`config.mk`:
```
export PLATFORM = sky130hd
export DESIGN_NAME = debounce_sync_flat
export DESIGN_NICKNAME = d
export VERILOG_FILES = /design/src/rtl/debounce_sync_if.sv /design/src/rtl/debounce_sync.sv /design/src/flat_wrapper.sv
export SDC_FILE = /design/constraint.sdc
export NUM_CORES = 1
export LEC_CHECK = 0
export CORE_UTILIZATION = 34
export CTS_BUF_LIST = sky130_fd_sc_hd__clkbuf_2 sky130_fd_sc_hd__clkbuf_4 sky130_fd_sc_hd__clkbuf_8
export CTS_CLUSTER_DIAMETER = 40
export DETAILED_ROUTE_END_ITERATION = 10
export PLACE_DENSITY_LB_ADDON = 0.1
export RECOVER_POWER = 50
export SETUP_SLACK_MARGIN = 0.15
export SLEW_MARGIN = 10
export SYNTH_ARGS = -nofsm -noshare
export SYNTH_HDL_FRONTEND = slang
export SYNTH_SLANG_ARGS = --single-unit
export TNS_END_PERCENT = 10
```
`constraint.sdc`:
```
create_clock -name clk -period 3.9 [get_ports clk]
set_input_delay 0.78 -clock clk [delete_from_list [all_inputs] [get_ports clk]]
set_output_delay 0.78 -clock clk [all_outputs]
set_load 0.02 [all_outputs]
```
`src/rtl/debounce_sync_if.sv`:
```
// debounce_sync_if: raw level in, conditioned level and diagnostics out
//   data_in      raw asynchronous level from a pin or switch
//   data         debounced level, synchronous to clk
//   rise_pulse   one cycle high on a 0->1 change of data
//   fall_pulse   one cycle high on a 1->0 change of data
//   busy         a candidate change is being qualified
//   glitch_count aborted candidates, saturating at 255
//   master: the conditioning stage; slave: the consumer of the clean level
interface debounce_sync_if;
  logic       data_in;
  logic       data;
  logic       rise_pulse;
  logic       fall_pulse;
  logic       busy;
  logic [7:0] glitch_count;
  modport master (input data_in, output data, rise_pulse, fall_pulse, busy, glitch_count);
  modport slave  (output data_in, input data, rise_pulse, fall_pulse, busy, glitch_count);
endinterface

```
`src/rtl/debounce_sync.sv`:
```
// debounce_sync: synchronise and debounce a raw level, with edge pulses and glitch count
//   clk   rising-edge clock
//   reset asynchronous active-high reset
//   bus   debounce_sync_if.master (data_in in; data, pulses, busy, glitch_count out)
module debounce_sync #(
  parameter int   SYNC_STAGES     = 2,
  parameter int   DEBOUNCE_CYCLES = 4,
  parameter int   CNT_W           = 16,
  parameter logic RESET_VAL       = 1'b0
) (
  input logic clk,
  input logic reset,
  debounce_sync_if.master bus
);
  typedef enum logic {STABLE, WAIT} state_t;
  localparam logic [CNT_W-1:0] LAST = CNT_W'(DEBOUNCE_CYCLES - 1);
  state_t                 state_q, state_d;
  logic [SYNC_STAGES-1:0] chain_q, chain_d;
  logic [CNT_W-1:0]       cnt_q, cnt_d;
  logic                   data_q, data_d;
  logic                   rise_q, rise_d;
  logic                   fall_q, fall_d;
  logic [7:0]             glitch_q, glitch_d;
  logic                   sync_q;
  logic                   differ;
  assign chain_d = {chain_q[SYNC_STAGES-2:0], bus.data_in};
  assign sync_q  = chain_q[SYNC_STAGES-1];
  assign differ  = sync_q != data_q;
  always_ff @(posedge clk or posedge reset) begin
    if (reset) begin
      state_q  <= STABLE;
      chain_q  <= {SYNC_STAGES{RESET_VAL}};
      cnt_q    <= '0;
      data_q   <= RESET_VAL;
      rise_q   <= 1'b0;
      fall_q   <= 1'b0;
      glitch_q <= '0;
    end else begin
      state_q  <= state_d;
      chain_q  <= chain_d;
      cnt_q    <= cnt_d;
      data_q   <= data_d;
      rise_q   <= rise_d;
      fall_q   <= fall_d;
      glitch_q <= glitch_d;
    end
  end
  // any matching sample while waiting aborts; a partial count is never resumed
  always_comb begin
    state_d  = state_q;
    cnt_d    = '0;
    data_d   = data_q;
    rise_d   = 1'b0;
    fall_d   = 1'b0;
    glitch_d = glitch_q;
    if (state_q == STABLE) begin
      state_d = differ ? WAIT : STABLE;
      cnt_d   = differ ? CNT_W'(1) : '0;
    end else if (!differ) begin
      state_d  = STABLE;
      glitch_d = glitch_q + {7'd0, glitch_q != 8'hFF};
    end else if (cnt_q == LAST) begin
      state_d = STABLE;
      data_d  = ~data_q;
      rise_d  = ~data_q;
      fall_d  = data_q;
    end else begin
      cnt_d = cnt_q + CNT_W'(1);
    end
  end
  always_comb begin
    bus.busy         = state_q == WAIT;
    bus.data         = data_q;
    bus.rise_pulse   = rise_q;
    bus.fall_pulse   = fall_q;
    bus.glitch_count = glitch_q;
  end
endmodule

```
`src/flat_wrapper.sv`:
```
// flat-port wrapper written by rule: the top's interface ports become plain ports
module debounce_sync_flat 
#(
  parameter int   SYNC_STAGES     = 2,
  parameter int   DEBOUNCE_CYCLES = 4,
  parameter int   CNT_W           = 16,
  parameter logic RESET_VAL       = 1'b0
)
  (clk, reset, bus_data_in, bus_data, bus_rise_pulse, bus_fall_pulse, bus_busy, bus_glitch_count);
  debounce_sync_if bus_i ();
  input logic clk;
  input logic reset;
  input wire logic [$bits(bus_i.data_in)-1:0] bus_data_in;
  output wire logic [$bits(bus_i.data)-1:0] bus_data;
  output wire logic [$bits(bus_i.rise_pulse)-1:0] bus_rise_pulse;
  output wire logic [$bits(bus_i.fall_pulse)-1:0] bus_fall_pulse;
  output wire logic [$bits(bus_i.busy)-1:0] bus_busy;
  output wire logic [$bits(bus_i.glitch_count)-1:0] bus_glitch_count;
  assign bus_i.data_in = bus_data_in;
  assign bus_data = bus_i.data;
  assign bus_rise_pulse = bus_i.rise_pulse;
  assign bus_fall_pulse = bus_i.fall_pulse;
  assign bus_busy = bus_i.busy;
  assign bus_glitch_count = bus_i.glitch_count;
  debounce_sync #(.SYNC_STAGES(SYNC_STAGES), .DEBOUNCE_CYCLES(DEBOUNCE_CYCLES), .CNT_W(CNT_W), .RESET_VAL(RESET_VAL)) u_core (.clk(clk), .reset(reset), .bus(bus_i));
endmodule
```
* Word level (Yosys, flattened, before mapping) *
Cells that the tools add are included.

cells by class
  add/subtract/negate cells = 2
  reduce and logical (&&, ||, !) cells = 2
  equality and inequality tests = 3
  multiplexer cells = 14
  bitwise logic cells = 2

operator list
  operator                                         number
  two-way mux 16 bit                               3
  adder 16 x 1 -> 16 bit (second input constant)   1
  == test 16 x 2 -> 1 bit (second input constant)  1
  two-way mux 1 bit                                11
  adder 8 x 1 -> 8 bit                             1
  inequality test 8 bit (second input constant)    1
  AND reduction 3 bit                              1
  NOT 1 bit                                        2
  AND reduction 2 bit                              1
  inequality test 1 bit                            1

storage, ports and cells
  logic and storage cells = 30
  flip-flop bits (word level) = 30
  input bits = 3

* Depth between registers and ports, before layout *
Gate-level depths: netlist of the first run.

  word-level depth = 4
  gate-level depth with buffers = 7
  gate-level depth less buffers = 7

* Least setup slack after synthesis of the first run *
OpenSTA, ideal clock, no wires.

  path type = register to register
  start = register u_core.glitch_q[3], in the netlist u_core.bus.glitch_count[3]
  end = register u_core.glitch_q[5], in the netlist u_core.bus.glitch_count[5]
  clock period less this slack = 1.635 ns
  path buffers = 0
  arrival time = 1.555 ns
  slack = 2.265 ns
  stages on the path, launching flop included = 8
  cells stage by stage = dfrtp_1 -> and3_1 -> nand3_1 -> ha_1 -> and3_1 -> and3_1 -> nand3_1 -> xnor2_1

between the ends
  cells in the longest elaborated chain, start to end = 2

RTL lines
  item                      RTL line             source
  start, declared           debounce_sync.sv:23  logic [7:0] glitch_q, glitch_d;
  start signal, assigned    debounce_sync.sv:45  glitch_q <= glitch_d;
  inequality test 8 bit     debounce_sync.sv:61  glitch_d = glitch_q + {7'd0, glitch_q != 8'hFF};
  adder 8 x 1 -> 8 bit (*)  debounce_sync.sv:61

Every way passes the cells marked *; elsewhere a longest branch is shown, timed or not.
A chain may end at the register's enable or synchronous reset.

* Worst setup path in the final report of the first run *
  start = register u_core.state_q, in the netlist u_core.bus.busy
  end = output bus_busy

RTL lines
  item                    RTL line             source
  start, declared         debounce_sync.sv:17  state_t state_q, state_d;
  start signal, assigned  debounce_sync.sv:39  state_q <= state_d;
  end, declared           flat_wrapper.sv:17   output wire logic [$bits(bus_i.busy)-1:0] bus_busy;

No word-level cell between the ends.

==> results of run 1 <==
==> layout by cell type, fill, tap and decap left out, types with 2 or more instances in the layout <==
cell type and n:
dlygate4sd3_1 2, nor3_1 3, nand4_1 7, nor2_1 14
and4_1 3, nor2_2 2, clkbuf_8 6, mux2_2 2
nand2_1 5, nor4_1 4, inv_1 2, ha_1 3
and3_1 4, dfrtp_1 30, o21ai_0 2, and2_1 2
clkdlybuf4s50_1 12, bufinv_16 2, nand3_1 9, xnor2_1 11
xor2_1 11
==> per-layer routing <==
metal / up-vias / track usage [%] / wire length [um]
li1: 477 / - / -
met2: 12 / 20.15 / 1078
met4: 0 / 7.181 / 18
met5: - / 0 / 0
met1: 449 / 18.61 / 1338
met3: 2 / 5.690 / 109
==> cell type report <==
| type | count | area (um2) |
|---|---|---|
| multi-input combinational | 90 | 611.8 |
| inverter | 3 | 11.26 |
| fill | 365 | 2082 |
| timing repair buffer | 14 | 140.1 |
| clock buffer | 6 | 82.58 |
| tap | 48 | 60.06 |
| clock inverter | 2 | 60.06 |
| sequential | 30 | 750.7 |
==> power by group through the flow <==
stage	sequential [mW]	combinational [mW]	clock [mW]
4_1_cts	0.420	0.270	0.398
2_1_floorplan	0.458	0.130	0
3_5_place_dp	0.426	0.269	0
3_3_place_gp	0.424	0.268	0
6_report	0.421	0.265	0.387
5_1_grt	0.433	0.292	0.411
==> Yosys cell counts <==
master,count,area (um2)
nand4_1,7,43.79
nand3_2,1,10.01
and3_2,1,7.510
nand3_1,9,45.04
o21ai_0,2,10.01
or3_1,1,6.260
and4_1,3,26.28
ha_1,3,37.54
buf_4,1,7.510
nor4_2,1,12.51
nor3_1,3,15.01
and3_1,4,25.02
dfrtp_1,30,750.7
inv_1,3,11.26
nor2_2,2,12.51
nor2_1,14,52.55
nor4_1,4,25.02
nor4b_1,1,8.760
xor2_1,11,96.34
o22ai_1,1,6.260
a21oi_2,1,8.760
xnor2_1,11,96.34
buf_2,1,5.000
nand4_2,1,12.51
and2_1,2,12.51
mux2_2,2,22.52
nand2_1,5,18.77
clkbuf_1,1,3.750
==> metrics by stage <==
step                      cell area [um2]  setup slack (ns)  power (mW)  hold slack (ns)
after floorplan                      1390             2.265      0.5873           0.3312
after global placement               1574             1.787      0.6919           0.3324
after detailed placement             1574             1.740      0.6949           0.3536
after CTS                            1717             1.698       1.088           0.3603
after global routing                 1717             1.640       1.136           0.3686
final                                1717             1.706       1.072           0.3502
==> registers in the layout (all words and copies together), names as in the netlist <==
name and count:
u_core.bus.glitch_count 8, u_core.bus.busy 1, u_core.cnt_q 16, u_core.bus.fall_pulse 1, u_core.bus.data 1, u_core.chain_q 2
u_core.bus.rise_pulse 1
==> kinds of logic (layout without fill, tap and decap cells) <==
group / after synthesis / after routing / share of synthesized area, %
adders and majority gates: 3 / 3 / 2.701
DFF: 30 / 30 / 54.01
AOI/OAI and AO/OA: 4 / 4 / 1.801
and+or+nand+nor: 59 / 59 / 24.03
muxes: 2 / 2 / 1.620
buffers and inverters: 6 / 25 / 1.980
xor gates and xnor gates: 22 / 22 / 13.86
==> path summary, 6_finish.rpt <==
path	slack (ns)	cells after the start	end	from
max	1.71	1	bus_busy	u_core.bus.busy
min	0.35	0	u_core.chain_q[1]	u_core.chain_q[0]
max reg2reg	2.10	5	u_core.bus.busy	u_core.cnt_q[0]
min reg2reg	0.35	0	u_core.chain_q[1]	u_core.chain_q[0]
max in group asynchronous	2.34	2	u_core.chain_q[0]	reset
min in group asynchronous	1.07	2	u_core.bus.glitch_count[3]	reset
==> impl_summary.txt, run 1 <==
----------------------------------------------------
[Run]
  Max_cap viols ... 0

[Synthesis]
  Yosys warns ... 0
  Yosys reg bits ... 30
  Unique masters post-synth ... 28
  Cell area after technology mapping ... 0.001390 mm2
  Gate count of the mapped netlist ... 126
  Post-Syn Area per Cell ... 11.03 um2
  Fraction of the yosys area taken by sequential cells ... 54.01%
  Post-Synthesis Net Count ... 132

[STA]
  Number of failing hold endpoints at the final stage ... 0
  Actual transition at the worst max-transition pin ... 1.036 ns
  Final setup violation count ... 0
  Fin. max-slew vios ... 0
  Final TNS setup ... 0 ns
  Post-layout minimum cycle time ... around 2.2 ns
  Largest clock skew in the final design ... 0.009054 ns
  Setup repair after global routing missed its margin ... no
  F_max ... 0.4558 GHz
  Share of the clock period used by the worst path ... between 50% and 60%
  Max-slew headroom at the worst pin ... 30.51%

[CTS]
  CTS Buf Count ... 5
  Post-CTS resize count ... 0
  Clock root buffer ... clkbuf_8
  Maximum level of the CTS H-tree ... 2
  Clock network latency to the later pin of the worst-skew pair ... 0.28 ns
  Clock transition time at the flip-flop clock pins of the worst setup and hold paths ... 0.07 ns
  Count of clock tree sinks ... 30
  Count of buffers added by post-CTS timing repair for setup ... 0
  CTS tree ... done
  Clock Path Buffers ... 2
  Hold-fix buffer count after cts ... 0

[Setup path]
  Worst Setup Start Kind ... register
  Critical path class ... register to primary output
  Number of buffer and inverter instances along the worst setup path ... 1
  Cell family contributing the most delay on the critical path ... buffers and inverters
  Maximum cell stage delay along the critical path ... 0.65 ns
  Largest driver fanout on the critical path ... 8
  Slowest library cell on the worst path ... clkdlybuf4s50_1
  Critical path capture point type ... primary output
  Critical path, cell by cell ... clkdlybuf4s50_1
  Critical Path RT ... 3.12 ns
  Worst EP arrival ... 1.41 ns

[Pwr]
  Power dissipated by switching net loads ... 0.3205 mW
  Logic pwr share ... about 25%
  Total power divided by cell area ... 624.7 mW/mm2
  Sequential Power Share ... approximately 39%
  Clock power share ... 36.1%
  Lkg Pwr ... approximately 0.7 nW
  Internal power component ... 0.7519 mW
  Switching Fraction ... 29.89%
  Maximum vdd drop ... 0.2671 mV

[Global routing]
  Gr usage total ... 14.24%
  Vias in the first global route ... between 900 and 1000
  Maximum number of pins on one net before global-route repair ... 31
  Antenna violations before repair ... 0
  Congestion Overflow GR ... 0
  Wire length of the first global-routing pass ... 4436 um

[Finish]
  Diode insertion count for antenna repair ... 0
  Final cell utilization of the core ... 45.19%
  Signed area change from the synthesized netlist to the final layout ... 23.49%
  Fraction of layout cells with a size suffix above 1 ... 11.72%
  Nets ... 150
  Count of non-filler cells in the finished layout ... 193

[Detailed routing]
  Detailed-route wire length ... 2543 um
  DRC Markers ... 0
  Post-route ant nets ... 0
  Detailed-routing iteration count for the pre-antenna-repair pass ... 4
  Drt initial violations ... 45
  Routed wire per std cell ... 13.18 um
  Vias per std cell ... 4.870
  Via count ... 940

[Placement]
  Port-buffer cells ... 14
  Placed wire-length estimate after detailed placement ... 1800 um
  Final GP Congestion ... approximately 0.75
  Total instance count after detailed placement ... around 190

[Floorplan]
  Die height ... 65.94 um
  Core Box Area ... between 0.003 and 0.004 mm2
  Placement row count ... 22
  Number of primary I/O pins ... 15
  Die area ... 0.004348 mm2
  Initial Util ... a little over a third
  Die span in x ... 65.94 um

[Hold path]
  Path type of the worst min-delay path ... register to register

[Run status]
  Outcome ... finished, final reports clean

----------------------------------------------------
No activity file was read; power rests on OpenSTA's default activity.
==> inputs of run 2 (changes only) <==
==> constraint.sdc (replaced) <==
create_clock -name clk -period 1.99 [get_ports clk]
set_input_delay 0.398 -clock clk [delete_from_list [all_inputs] [get_ports clk]]
set_output_delay 0.398 -clock clk [all_outputs]
set_load 0.02 [all_outputs]
==> run 2 against run 1 <==
- sequential power rose by 97%
- critical path type unchanged
- clock power rose by 45%
- design area fell by 0.80%
- largest power group unchanged
- register-to-register slack got worse by 1.8 ns
==> impl_summary.txt, run 2 (synthesized netlist as in run 1, its figures left out) <==
----------------------------------------------------
[Run status]
  Outcome ... finished, final reports clean

[CTS]
  Clock Path Buffers ... 2 (unchanged)
  Count of buffers added by post-CTS timing repair for setup ... 0 (unchanged)
  Post-CTS resize count ... 0 (unchanged)
  Clock root buffer ... clkbuf_8
  Count of clock tree sinks ... 30 (unchanged)
  Clock network latency to the later pin of the worst-skew pair ... 0.28 ns (about the same)
  Clock transition time at the flip-flop clock pins of the worst setup and hold paths ... 0.06 ns (about the same)
  Hold-fix buffer count after cts ... 0 (unchanged)
  CTS tree ... done
  CTS Buf Count ... 5 (unchanged)
  Maximum level of the CTS H-tree ... 2 (unchanged)

[STA]
  Setup repair after global routing missed its margin ... yes
  Post-layout minimum cycle time ... 1.859 ns
  Final setup violation count ... 0 (unchanged)
  Largest clock skew in the final design ... 0.003786 ns (-0.005268 ns)
  Max-slew headroom at the worst pin ... 52.12% (+22 points)
  Share of the clock period used by the worst path ... 93.40%
  Final TNS setup ... 0 ns (unchanged)
  Number of failing hold endpoints at the final stage ... 0 (unchanged)
  Smallest setup slack after layout ... 0.1314 ns (-1.575 ns)
  Actual transition at the worst max-transition pin ... 0.7182 ns (-0.3178 ns)
  Hold slack ... 0.3469 ns (-0.003225 ns)
  Fin. max-slew vios ... 0 (unchanged)
  F_max ... ~0.54 GHz

[Setup path]
  Critical path class ... register to primary output
  Worst EP arrival ... 1.46 ns (+0.05 ns)
  Critical Path RT ... 1.59 ns (-1.53 ns)
  Critical path, cell by cell ... clkdlybuf4s50_1
  Number of buffer and inverter instances along the worst setup path ... 1 (unchanged)
  Largest driver fanout on the critical path ... 8 (unchanged)
  Critical path capture point type ... primary output
  Maximum cell stage delay along the critical path ... 0.67 ns (+0.02 ns)
  Slowest library cell on the worst path ... clkdlybuf4s50_1
  Worst Setup Start Kind ... register
  Cell family contributing the most delay on the critical path ... buffers and inverters

[Detailed routing]
  Drt initial violations ... 25 (-44%)
  Detailed-route wire length ... 2486 um (-2.2%)
  Routed wire per std cell ... 12.81 um (-2.7%)
  Detailed-routing iteration count for the pre-antenna-repair pass ... 4 (unchanged)
  Post-route ant nets ... 0 (unchanged)
  Via count ... 958 (+1.9%)
  Vias per std cell ... 4.938 (+1.4%)
  DRC Markers ... 0 (unchanged)

[Finish]
  Final cell utilization of the core ... 44.83% (-0.36 points)
  Commonest non-fill, non-tap cell in the layout ... dfrtp_1
  Nets ... 151 (+0.67%)
  Multi-input gate area in the final layout ... 625.6 um2 (+2.2%)
  Final non-filler cell area ... 0.001703 mm2 (-0.80%)
  Sequential cell area ... 750.7 um2 (unchanged)
  Commonest cells after routing, fill and taps aside ... dfrtp_1, nor2_1, xnor2_1, xor2_1, clkdlybuf4s50_1
  Number of flip-flops in the largest register ... 16 (unchanged)
  Top reg by flops ... u_core.cnt_q
  Fraction of layout cells with a size suffix above 1 ... 13.01% (+1.3 points)
  Diode insertion count for antenna repair ... 0 (unchanged)
  Layout fillers ... 370 (+1.4%)
  Count of non-filler cells in the finished layout ... 194 (+0.52%)
  Signed area change from the synthesized netlist to the final layout ... 22.50%

[Floorplan]
  Core Box Area ... 0.003799 mm2 (unchanged)
  Die area ... 0.004348 mm2 (unchanged)
  Placement row count ... 22 (unchanged)
  Die span in x ... 65.94 um (unchanged)
  Initial Util ... 36.59% (unchanged)
  Die height ... 65.94 um (unchanged)
  Number of primary I/O pins ... 15 (unchanged)

[Placement]
  Pre-CTS setup slack ... 0.2058 ns (-1.534 ns)
  Placed wire-length estimate after detailed placement ... 1760 um (-2.2%)
  Port-buffer cells ... 14 (unchanged)
  Total instance count after detailed placement ... 186 (+0.54%)
  Cell Area, Placed ... 0.001582 mm2 (+0.48%)
  Final GP Congestion ... 0.8522 (+14%)

[Global routing]
  Gr usage total ... 13.91% (-0.34 points)
  Vias in the first global route ... 879 (-7.8%)
  Maximum number of pins on one net before global-route repair ... 31 (unchanged)
  Antenna violations before repair ... 0 (unchanged)
  Congestion Overflow GR ... 0 (unchanged)
  Wire length of the first global-routing pass ... 4340 um (-2.2%)

[Pwr]
  Total power divided by cell area ... 1125 mW/mm2 (+80%)
  Maximum vdd drop ... 0.5912 mV (+120%)
  Total power ... 1.917 mW (+79%)
  Lkg Pwr ... 0.7217 nW (+0.60%)

[Run]
  Max_cap viols ... 0 (unchanged)

[Hold path]
  Path type of the worst min-delay path ... register to register

----------------------------------------------------
[run 2: cell types whose count changed in the layout (fill, tap and decap cells not counted), moves of 2 or more]
cell	delta
clkbuf_8	+2
dlygate4sd3_1	+2
clkdlybuf4s50_1	-2
bufinv_16	-2
[run 2: worst paths after layout]
check	startpoint	to	slack (ns)	depth (start not counted)
worst max-delay path	u_core.bus.busy	bus_busy	0.13	1
worst min register to register	u_core.chain_q[0]	u_core.chain_q[1]	0.35	0
worst min-delay path	u_core.chain_q[0]	u_core.chain_q[1]	0.35	0
max in group asynchronous	reset	u_core.bus.glitch_count[0]	0.78	3
min in group asynchronous	reset	u_core.cnt_q[5]	0.76	3
worst max register to register	u_core.bus.glitch_count[2]	u_core.bus.glitch_count[5]	0.35	7
[run 2: report_power, final]
group,switching (mW),internal [mW],total [mW]
clock,0.215,0.348,0.563
combinational,0.284,0.241,0.525
sequential,0.124,0.705,0.829
[run 2: area by class of cell]
cell class,instances,share of cell area [%]
Clock buffer,8,6.466
Inverter,3,0.6613
Multi-Input combinational cell,90,36.74
Sequential cell,30,44.09
Tap cell,48,3.527
Timing Repair Buffer,15,8.523
[run 2: worst reg2reg max path: cells and delay by family (launching register included)]
kind,cells,cell delay (ns)
simple gates,5,0.80
flops,1,0.45
fa+ha+maj,1,0.20
xor+xnor,1,0.12
[run 2: routing by layer]
layer / up-vias / share of wire (%) / track usage, %
met2: 13 / 40 / 18.11
met1: 460 / 53 / 19.39
li1: 479 / - / -
met5: - / 0 / 0
met4: 0 / 2.1 / 7.181
met3: 6 / 4.1 / 5.690
